### src/rtl/fifo_sync_param.sv
// fifo_sync_param: single-clock FIFO of arbitrary depth with show-ahead read,
// registered flags, fill count, sticky error flags and synchronous flush.
module fifo_sync_param #(
    parameter int DWIDTH    = 4,
    parameter int DEPTH     = 13,
    parameter int AF_THRESH = 11,
    parameter int AE_THRESH = 2,
    localparam int AW = (DEPTH > 2) ? $clog2(DEPTH) : 1,
    localparam int CW = $clog2(DEPTH + 1)
) (
    input  logic              clk,
    input  logic              rst,
    input  logic              flush,
    input  logic              wen,
    input  logic [DWIDTH-1:0] din,
    output logic              full,
    output logic              almost_full,
    input  logic              ren,
    output logic [DWIDTH-1:0] dout,
    output logic              empty,
    output logic              almost_empty,
    output logic [CW-1:0]     count,
    output logic              overflow,
    output logic              underflow,
    input  logic              err_clr
);

    if (DWIDTH < 1) begin : g_bad_dwidth
        $error("fifo_sync_param: DWIDTH must be >= 1");
    end
    if (DEPTH < 2) begin : g_bad_depth
        $error("fifo_sync_param: DEPTH must be >= 2");
    end
    if (AF_THRESH < 1 || AF_THRESH > DEPTH) begin : g_bad_af
        $error("fifo_sync_param: AF_THRESH must be in 1..DEPTH");
    end
    if (AE_THRESH < 0 || AE_THRESH > DEPTH - 1) begin : g_bad_ae
        $error("fifo_sync_param: AE_THRESH must be in 0..DEPTH-1");
    end

    logic [DWIDTH-1:0] r_mem [DEPTH];
    logic [AW-1:0]     r_wr_ptr;
    logic [AW-1:0]     r_rd_ptr;
    logic [CW-1:0]     r_count;
    logic              r_full;
    logic              r_empty;
    logic              r_af;
    logic              r_ae;
    logic              r_ovf;
    logic              r_unf;

    logic              w_wr_acc;
    logic              w_rd_acc;
    logic              w_wr_err;
    logic              w_rd_err;
    logic [AW-1:0]     w_wr_ptr_nxt;
    logic [AW-1:0]     w_rd_ptr_nxt;
    logic [CW-1:0]     w_count_nxt;

    // Accepts use the registered flags, so a write while full is dropped
    // even when a read frees a slot in the same cycle.
    assign w_wr_acc = wen & ~r_full;
    assign w_rd_acc = ren & ~r_empty;
    assign w_wr_err = wen & r_full & ~flush;
    assign w_rd_err = ren & r_empty & ~flush;

    // Non power-of-two depth: wrap by explicit compare.
    assign w_wr_ptr_nxt = (r_wr_ptr == AW'(DEPTH - 1)) ? '0
                                                      : r_wr_ptr + AW'(1);
    assign w_rd_ptr_nxt = (r_rd_ptr == AW'(DEPTH - 1)) ? '0
                                                      : r_rd_ptr + AW'(1);

    assign w_count_nxt = r_count + CW'(w_wr_acc) - CW'(w_rd_acc);

    always_ff @(posedge clk) begin
        if (rst || flush) begin
            r_wr_ptr <= '0;
            r_rd_ptr <= '0;
            r_count  <= '0;
            r_full   <= 1'b0;
            r_empty  <= 1'b1;
            r_af     <= 1'b0;
            r_ae     <= 1'b1;
        end else begin
            if (w_wr_acc) begin
                r_wr_ptr <= w_wr_ptr_nxt;
            end
            if (w_rd_acc) begin
                r_rd_ptr <= w_rd_ptr_nxt;
            end
            r_count <= w_count_nxt;
            r_full  <= (w_count_nxt == CW'(DEPTH));
            r_empty <= (w_count_nxt == '0);
            r_af    <= (w_count_nxt >= CW'(AF_THRESH));
            r_ae    <= (w_count_nxt <= CW'(AE_THRESH));
        end
    end

    // A new error in the same cycle as err_clr wins.
    always_ff @(posedge clk) begin
        if (rst) begin
            r_ovf <= 1'b0;
            r_unf <= 1'b0;
        end else begin
            r_ovf <= w_wr_err | (r_ovf & ~err_clr);
            r_unf <= w_rd_err | (r_unf & ~err_clr);
        end
    end

    always_ff @(posedge clk) begin
        if (!rst && !flush && w_wr_acc) begin
            r_mem[r_wr_ptr] <= din;
        end
    end

    assign dout         = r_mem[r_rd_ptr];
    assign count        = r_count;
    assign full         = r_full;
    assign empty        = r_empty;
    assign almost_full  = r_af;
    assign almost_empty = r_ae;
    assign overflow     = r_ovf;
    assign underflow    = r_unf;

endmodule

### config.mk
export PLATFORM = sky130hd
export DESIGN_NAME = fifo_sync_param
export DESIGN_NICKNAME = d
export VERILOG_FILES = /design/src/rtl/fifo_sync_param.sv
export SDC_FILE = /design/constraint.sdc
export NUM_CORES = 1
export LEC_CHECK = 0
export CORE_UTILIZATION = 60
export CTS_BUF_LIST = sky130_fd_sc_hd__clkbuf_4
export DETAILED_ROUTE_END_ITERATION = 10
export GPL_ROUTABILITY_DRIVEN = 0
export GPL_TIMING_DRIVEN = 0
export MAX_ROUTING_LAYER = met4
export PLACE_DENSITY = 0.9
export SYNTH_ARGS = -nofsm -noshare
export SYNTH_HDL_FRONTEND = slang
export SYNTH_SLANG_ARGS = --single-unit
### constraint.sdc
create_clock -name clk -period 2.4 [get_ports clk]
set_input_delay 0.24 -clock clk [delete_from_list [all_inputs] [get_ports clk]]
set_output_delay 0.24 -clock clk [all_outputs]
set_load 0.01 [all_outputs]
==> flow_metrics.py <==
metrics = {
    "global_route": {
        "grt_first_pass_wirelength_mm": 8.61,
        "grt_pass1_vias": 1809,
        "antenna_found_initial": 0,
        "overflow": 0,
        "grt_usage_pct": 24.1,
        "grt_max_degree": 14,
    },
    "pwr": {
        "powerDensity_mw_per_mm2": 663,
        "p_leak_nw": 1.24,
        "power_mw": 2.37,
        "max-vdd-ir-drop_mv": 0.371,
    },
    "logic_synthesis": {
        "synth_fp_nets": 226,
        "syn_area_sq_mm": 0.00308,
        "synthArstFlopShare_pct": 0,
        "synth_top_cell_by_area": "edfxtp_1",
        "ys_seq_elements": 74,
        "syn_inst": 206,
        "synth_edf_count": 52,
        "synth_top_flop_cell": "edfxtp_1",
        "avgSynthCellArea_sq_um": 14.9,
        "yosysUniqueCellTypes": 36,
        "yosys_warnings": 0,
        "seq_area_frac_synth_pct": 65.0,
        "synth_top_area_share_pct": 50.7,
        "synth_area_leaders": "edfxtp_1, dfxtp_1, mux4_1",
    },
    "sta": {
        "maxSlewViolCount": 0,
        "skew_ns": 0.0148,
        "finalSetupTns_ns": 0,
        "post-route-period-util_pct": 95.5,
        "fmax_mhz": 436,
        "setup_violations": 0,
        "hold_ws_ns": 0.404,
        "worst_slew_pin_slew_ns": 0.657,
        "finalHoldViolCount": 0,
        "slew_headroom_pct": 55.9,
        "fin_crit_ns": 2.29,
        "setup_slack_ns": 0.108,
    },
    "place": {
        "io_buffers": 23,
        "dp_slack_ns": -0.0170,
        "place_inst": 296,
        "hpwlAfterDp_mm": 4.10,
    },
    "drt": {
        "vias_per_cell": 5.82,
        "first_pass_iters": 4,
        "wl_per_cell_um": 18.3,
        "finalWirelength_mm": 5.76,
        "ant_nets": 0,
        "post-route-drc-count": 0,
        "drt-initial-drc-count": 144,
        "vias": 1827,
    },
    "floorplanning": {
        "start_util_pct": 63.9,
        "die_w_um": 73.6,
        "dieArea_sq_mm": 0.00542,
        "coreArea_sq_mm": 0.00482,
        "rows": 25,
        "die_h_um": 73.6,
        "io_pins": 24,
    },
    "worst_setup_path": {
        "worstSetupEndpointType": "output pin",
        "worstReg2RegStart": "empty",
        "crit_fanout": 10,
        "worstSetupPathType": "reg -> out",
        "r2r-end": "empty",
        "rrSetupSlack_ns": 0.27,
        "worstPathArrival_ns": 2.05,
        "rr_worst_depth": 7,
        "cp.required_ns": 2.16,
        "startpoint_type": "flip-flop",
    },
    "clocking": {
        "cts_hold_buffers": 0,
        "numCtsBuffers": 9,
        "clock_tree.root_cell": "clkbuf_4",
        "htree_num_levels": 3,
        "cts_sinks": 74,
        "path_clk_slew_ns": 0.11,
        "cts.path.max_buffers": 2,
        "clkLatencyLatePin_ns": 0.41,
        "cts_tree": "done",
    },
    "finish": {
        "instances_no_fill": 314,
        "diodes": 0,
        "nFillCells": 312,
        "syn_to_final_growth_pct": 16.0,
        "nNetsFinal": 262,
        "drive_gt1_share_pct": 12.1,
    },
    "min_path": {
        "holdPathStages": 2,
        "min_to": "overflow",
        "hold_path.class": "in -> reg",
        "min-delay-start": "rst",
    },
    "flow_run": {
        "maxCapViolations": 0,
    },
    "run_status": {
        "outcome": "finished, final reports clean",
    },
}
-- Yosys cell counts, types with 2 or more instances --
library cell / number
mux4_2: 2
ha_1: 9
nand2b_1: 5
mux2i_1: 4
o22ai_1: 3
and3_1: 8
clkbuf_1: 2
xnor2_1: 2
dfxtp_1: 22
nand3b_1: 4
or4_1: 2
nand2_1: 11
a211oi_1: 2
edfxtp_1: 52
or2_2: 2
nor2_1: 9
inv_1: 8
a21oi_1: 22
mux4_1: 10
and2b_1: 2
and2_1: 4
buf_2: 3
o21ai_0: 4
a311oi_1: 2
-- worst max-delay path by stage --
| stage | from | cells past startpoint | to | slack [ns] |
|---|---|---|---|---|
| after detailed placement | wen | 8 | empty | -0.02 |
| after global placement | ren | 8 | empty | 0.03 |
| final | flip-flop | 5 | dout[1] | 0.11 |
| after floorplan | empty | 7 | empty | 0.49 |
| after global routing | flip-flop | 5 | dout[0] | -0.002 |
| after CTS | flip-flop | 5 | dout[1] | 0.03 |
-- worst max-delay path: stages, from the launching register on --
cell and delay (ns):
dfxtp_4 0.38, buf_8 0.14, mux4_1 0.58, mux2i_1 0.16, a21oi_1 0.09, dlygate4sd2_1 0.29
-- metal layers --
layer	global-route usage [%]	up-vias	wire length (um)
met5	-	-	0
met3	6.58	17	314
met1	25.0	885	2260
met2	41.5	64	3030
met4	13.0	0	151
li1	-	861	-
-- state kept, by name (all words and copies together) (netlist names), named ones only --
name and flops:
empty 1, r_wr_ptr 4, count 4, almost_full 1
overflow 1, almost_empty 1, r_rd_ptr 4, full 1
r_mem 52, underflow 1
-- cells by family (layout without fill, tap and decap cells) --
| family | Yosys count | after routing | synth area share, % |
|---|---|---|---|
| flops | 74 | 74 | 65.0 |
| buf+inv | 15 | 56 | 2.32 |
| fa+ha+maj | 10 | 10 | 4.31 |
| xor+xnor | 3 | 3 | 0.854 |
| compound gates | 36 | 36 | 6.75 |
| simple gates | 52 | 52 | 9.43 |
| mux | 16 | 16 | 11.3 |
-- cells in the final DEF (no fill, tap or decap), types with 2 or more instances in the layout --
master,instances
mux4_1,10
and2b_1,2
bufinv_16,2
or4_1,2
clkbuf_4,10
dfxtp_4,2
edfxtp_1,52
a311oi_1,2
nand2b_1,5
o22ai_1,3
a21oi_1,22
o21ai_0,4
clkdlybuf4s50_1,19
a211oi_1,2
inv_1,8
nand3b_1,4
nand2_1,11
or2_2,2
and3_1,8
ha_1,9
mux2i_1,4
dlygate4sd2_1,4
buf_4,3
and2_1,4
nor2_1,9
clkbuf_1,2
dfxtp_1,20
xnor2_1,2
mux4_2,2
buf_2,3
clkinv_2,2
-- where the power goes --
part / internal, mW / leakage (nW) / switching (mW)
Clock: 0.428 / 0.0838 / 0.404
Combinational: 0.0697 / 0.511 / 0.0801
Sequential: 1.38 / 0.648 / 0.00926
Total: 1.87 / 1.24 / 0.494
-- per-stage QoR --
step	util (%)	instance area (sq um)
2_1_floorplan	-	3080
3_3_place_gp	70.4	3390
3_5_place_dp	70.4	3390
4_1_cts	73.8	3550
5_1_grt	74.1	3570
6_report	74.1	3570
-- final cells by class --
type / count / area (sq um) / share of cell area, %
repair buffers: 25 / 240 / 6.73
flip-flops and latches: 74 / 2010 / 56.3
well taps: 67 / 83.8 / 2.35
clock inverters: 6 / 81.3 / 2.28
inverters: 8 / 30.0 / 0.841
plain buffers: 7 / 45.0 / 1.26
clock buffers: 10 / 75.1 / 2.10
multi-input cells: 117 / 1000 / 28.1
-- timing repair --
item / 4_1_cts / 5_1_grt
pin swaps: 0 / 0
buffers inserted: 0 / 2
hold endpoints to repair: 0 / 0
setup endpoints to repair: 4 / 2
gates resized for setup: 9 / 0
(Power assumes the default switching activity.)
==> variant 1 (same settings) <==
`DEPTH`: 13 -> 26.
--- a/src/rtl/fifo_sync_param.sv
+++ b/src/rtl/fifo_sync_param.sv
@@ -2,7 +2,7 @@
 // registered flags, fill count, sticky error flags and synchronous flush.
 module fifo_sync_param #(
     parameter int DWIDTH    = 4,
-    parameter int DEPTH     = 13,
+    parameter int DEPTH     = 26,
     parameter int AF_THRESH = 11,
     parameter int AE_THRESH = 2,
     localparam int AW = (DEPTH > 2) ? $clog2(DEPTH) : 1,
Interface: changed (resized count); port bits go from 24 to 25. No check against the original RTL was run, so the function may have changed too.
==> variant 1 against the original RTL <==
  * The flow now finishes with violations (negative setup slack)
  * Wire length rose by 90%
  * Critical path depth grew 1
  * Synthesized area increased by 74%
  * Setup slack lost 0.49 ns
  * Total power grew 74%
  * Count of clock-buffer cells in the layout grew 7
  * Cell area up 72%
  * Utilization down 3.2 points
  * Sequential cell count rose by 56
  * Sequential share of layout area rose by 3.0 points
  * Register-to-register slack worse by 0.10 ns
  * Cell count up 67%
  * Via count rose by 76%
  * First-iteration DRC count grew to 2.5 times the old value
==> variant 1: results (changes against the original RTL) <==
Outcome
  • Status: finished, violations left (was completed)
  • Failing checks: negative setup slack

Cells and area
  • Number of flip-flops in the largest register: 104 (was 52)
  • Fill cell count: 548 (was 312)
  • Multi-input combinational area share: 0.276 (was 0.281)
  • Final cell count without fillers: 525 (was 314)
  • Post-route cell area: 6150 sq um (was 3570 sq um)
  • CLK BUF: 17 (was 10)
  • Inverters: 7 (was 8)
  • Layout cells sized above 1: 0.209 (was 0.121)
  • # nets final: 425 (was 262)
  • Non-clock buffers: 43 (was 32)
  • Clock-cell share of area: 0.0427 (was 0.0438)
  • Sequential share of cell area: 0.593 (was 0.563)

Detailed routing
  • Routed met1 length: 4290 um (was 2260 um)
  • DRT iter0 DRCs: 360 (was 144)
  • Via count: 3211 (was 1827)
  • Wire length on met2: 5570 um (was 3030 um)
  • Met3 Routed Length: 733 um (was 314 um)

Timing
  • Setup tns final: -1.01 ns (was 0 ns)
  • Min Hold Slack: 0.328 ns (was 0.404 ns)
  • Setup-failing EPs final: 4 (was 0)
  • Setup ws final: -0.383 ns (was 0.108 ns)

Yosys
  • Post-synth EDFFs: 104 (was 52)
  • Post-synthesis compound-gate area fraction: 0.0491 (was 0.0675)
  • Synth Area in Adders: 0.0271 (was 0.0431)
  • Synth top cells by count: edfxtp_1 (104), nor2_1 (42), dfxtp_1 (26) (was edfxtp_1 (52), a21oi_1 (22), dfxtp_1 (22))
  • Cells after Synth: 356 (was 206)
  • Synth area leaders: edfxtp_1 (58%), dfxtp_1 (9.7%), mux4_2 (5.0%) (was edfxtp_1 (51%), dfxtp_1 (14%), mux4_1 (8.5%))
  • Sequential area share after synthesis: 0.681 (was 0.650)
  • Distinct cells, synth: 44 (was 36)
  • Xor/xnor cell area share of the yosys netlist: 0.0196 (was 0.00854)

Global routing
  • Global routing met2 resource utilization: 0.399 (was 0.415)
  • Grt met3 use: 0.0657 (was 0.0658)
  • First-pass GRT wire length: 15900 um (was 8610 um)

Power and ir drop
  • Power share of the clock group: 0.333 (was 0.352)
  • Lkg Pwr: 1.97 nW (was 1.24 nW)
  • Net switching power: 1.09 mW (was 0.494 mW)

CTS
  • Clock latency on the worst-skew pair: 0.54 ns (was 0.41 ns)
  • Sink Count: 130 (was 74)
  • H-tree Lvls: 4 (was 3)

Place
  • Number of port buffers: 24 (was 23)
  • Placed cell count: 488 (was 296)
  • DP Wirelength: 6810 um (was 4100 um)

Worst setup path
  • Flop2flop setup slack: 0.17 ns (was 0.27 ns)
  • Top Family by Delay on Critical Path: compound AO/OA/AOI/OAI gates (was multiplexers)
==> variant 1: cell count changes in the layout (fill, tap and decap cells not counted), moves of 6 or more <==
cell	before	now
edfxtp_1	52	104
nor2_1	9	42
a21oi_1	22	4
mux4_2	2	16
nand2_1	11	25
nor2b_1	1	12
mux4_1	10	0
clkbuf_4	10	18
mux2i_1	4	12
a22oi_1	0	7
inv_6	0	7
and3_1	8	2
nand3_1	0	6
==> variant 1: timing repair <==
| item | 4_1_cts | 5_1_grt |
|---|---|---|
| pin swaps | 4 | 3 |
| gates resized for setup | 39 | 12 |
| gates cloned | 0 | 1 |
| setup endpoints to repair | 4 | 5 |
| setup buffers | 0 | 4 |
==> variant 1: worst paths after layout <==
kind	from	end	cells past startpoint
worst min-delay path	ren	underflow$_SDFF_PP0_	3
worst max register to register	empty$_SDFF_PP1_	almost_full$_SDFF_PP0_	9
worst min register to register	overflow$_SDFF_PP0_	overflow$_SDFF_PP0_	2
worst max-delay path	flip-flop	dout[2]	6
==> variant 2 (config.mk and constraints unchanged) <==
Made on the original files. Make the reset (`rst`) asynchronous in one clocked block.
--- a/src/rtl/fifo_sync_param.sv
+++ b/src/rtl/fifo_sync_param.sv
@@ -97,7 +97,7 @@
     end
 
     // A new error in the same cycle as err_clr wins.
-    always_ff @(posedge clk) begin
+    always_ff @(posedge clk or posedge rst) begin
         if (rst) begin
             r_ovf <= 1'b0;
             r_unf <= 1'b0;
Formal check against the unedited RTL: differs if rst is asserted again (counterexample within 4 cycles, from zero or initial values and one cycle with rst high); with rst held inactive, the same outputs for 10 cycles.
==> variant 2 against the original RTL <==
  * Sequential cell count is the same
  * Setup slack lost 0.020 ns
  * Synthesized cell count grew 0.49%
  * Total power shrank 7.0%
  * Global-route usage grew 0.14 points
  * Cell area shrank 1.5%
  * Fmax shrank 0.86%
  * Largest power group unchanged
  * Clock power shrank 21%
  * Wire length shrank 1.0%
  * Synthesized area grew 0.12%
  * Non-clock buffer count shrank 1
==> variant 2: results (changes against the original RTL) <==
Hold path
  • Hold path startpoint: err_clr (was rst)
  • Hold Path Depth: 2 (unchanged)
  • WHS Endpoint: overflow$_DFF_PP0_ (was overflow$_SDFF_PP0_)

Yosys
  • Mapped Nets: 227 (was 226)
  • Sequential area share after synthesis: 0.653 (was 0.650)
  • FFs w/ async S/R, synth: 0.0270 (was 0)
  • Distinct cells, synth: 38 (was 36)
  • Synth top cells by count: edfxtp_1 (52), a21oi_1 (20), dfxtp_1 (20) (was edfxtp_1 (52), a21oi_1 (22), dfxtp_1 (22))
  • Synth area leaders: edfxtp_1 (51%), dfxtp_1 (13%), mux4_1 (8.5%) (was edfxtp_1 (51%), dfxtp_1 (14%), mux4_1 (8.5%))
  • Synth warnings: 0 (unchanged)

Global routing
  • Number of global-route vias before repair: 1736 (was 1809)
  • First-pass GRT wire length: 8660 um (was 8610 um)
  • Total GRT Usage: 0.243 (was 0.241)

Place
  • Pre-CTS setup slack: -0.0166 ns (was -0.0170 ns)
  • DP Wirelength: 4020 um (was 4100 um)

Detailed routing
  • DRT iter0 DRCs: 120 (was 144)
  • Wire per inst: 18.1 um (was 18.3 um)
  • Via count: 1816 (was 1827)

Worst setup path
  • Reg2Reg Depth: 7 (unchanged)
  • Worst Path Arrival: 2.07 ns (was 2.05 ns)

Timing
  • Clk_skew: 0.0171 ns (was 0.0148 ns)
  • Max-slew headroom: 0.541 (was 0.559)

Power and ir drop
  • Max VDD drop: 0.406 mV (was 0.371 mV)
  • Lkg Pwr: 1.24 nW (about the same)

Outcome
  • Status: completed (unchanged)

CTS
  • CTS Buffer Depth: 2 (unchanged)

Cells and area
  • Fill cell count: 330 (was 312)
## variant 2: cell types whose count changed after synthesis, sizes merged
| cell | unedited run | this run |
|---|---|---|
| dfxtp | 22 | 20 |
| clkbuf | 2 | 1 |
| nand2b | 5 | 3 |
| a21oi | 22 | 20 |
| buf | 5 | 6 |
| inv | 8 | 11 |
| nand2 | 11 | 13 |
| nand3b | 4 | 2 |
| dfrtp | 0 | 2 |
| o22ai | 3 | 5 |
## variant 2: where the power goes
part	switching (mW)	internal (mW)	leakage (nW)	total [mW]
sequential	0.0105	1.38	0.657	1.39
clock	0.388	0.268	0.0729	0.657
combinational	0.0833	0.0712	0.510	0.154
total	0.482	1.72	1.24	2.20
## variant 2: what timing repair did
item                       4_1_cts  5_1_grt
hold endpoints to repair         2        0
hold buffers                     1        0
gates resized for setup          8        0
setup endpoints to repair        4        0
## variant 2: worst max path at each step
stage | startpoint | endpoint | slack, ns | cells after the start
floorplan | empty$_SDFF_PP1_ | empty$_SDFF_PP1_ | 0.49 | 7
global placement | wen | empty$_SDFF_PP1_ | 0.04 | 8
detailed placement | ren | almost_full$_SDFF_PP0_ | -0.02 | 8
CTS | flip-flop | dout[0] | 0.07 | 5
global route | flip-flop | dout[0] | 0.001 | 5
finish | flip-flop | dout[0] | 0.09 | 5
## variant 2: kinds of logic (layout without fill, tap and decap cells)
family          Yosys count  after routing  share of synthesized area
flops                    74             74                      0.653
simple gates             50             50                     0.0877
compound gates           36             36                     0.0682
buf+inv                  18             58                     0.0268
mux                      16             16                      0.113
fa+ha+maj                10             10                     0.0430
xor+xnor                  3              3                    0.00853
## variant 2: metal layers
metal / GRT usage / part of all wire
met1: 0.287 / 0.42
met3: 0.0658 / 0.046
met2: 0.397 / 0.52
met4: 0.0983 / 0.016
met5: - / 0
## variant 2: final cells by class
class,count,area share
Buffer,7,0.0128
Timing Repair Buffer,24,0.0669
Clock inverter,2,0.00214
Sequential cell,74,0.573
Multi-Input combinational cell,115,0.280
Tap cell,67,0.0238
Clock buffer,14,0.0299
Inverter,11,0.0117
## variant 2: worst register-to-register path, stage by stage (launching register included)
cell and delay (ns):
dfxtp_1 0.40, and2b_1 0.25, nand2_1 0.15, nand2_1 0.07, ha_1 0.21, fa_1 0.38
xnor2_1 0.39, a41o_1 0.22
## variant 2: through the flow
step | hold slack, ns | total power, mW | instances | cell area [sq um]
after floorplan | -0.0188 | 1.50 | 207 | 3080
after global placement | 0.421 | 1.56 | 297 | 3400
after detailed placement | 0.423 | 1.57 | 297 | 3400
after CTS | 0.418 | 2.20 | 314 | 3520
after global routing | 0.429 | 2.27 | 314 | 3520
final | 0.439 | 2.20 | 314 | 3520
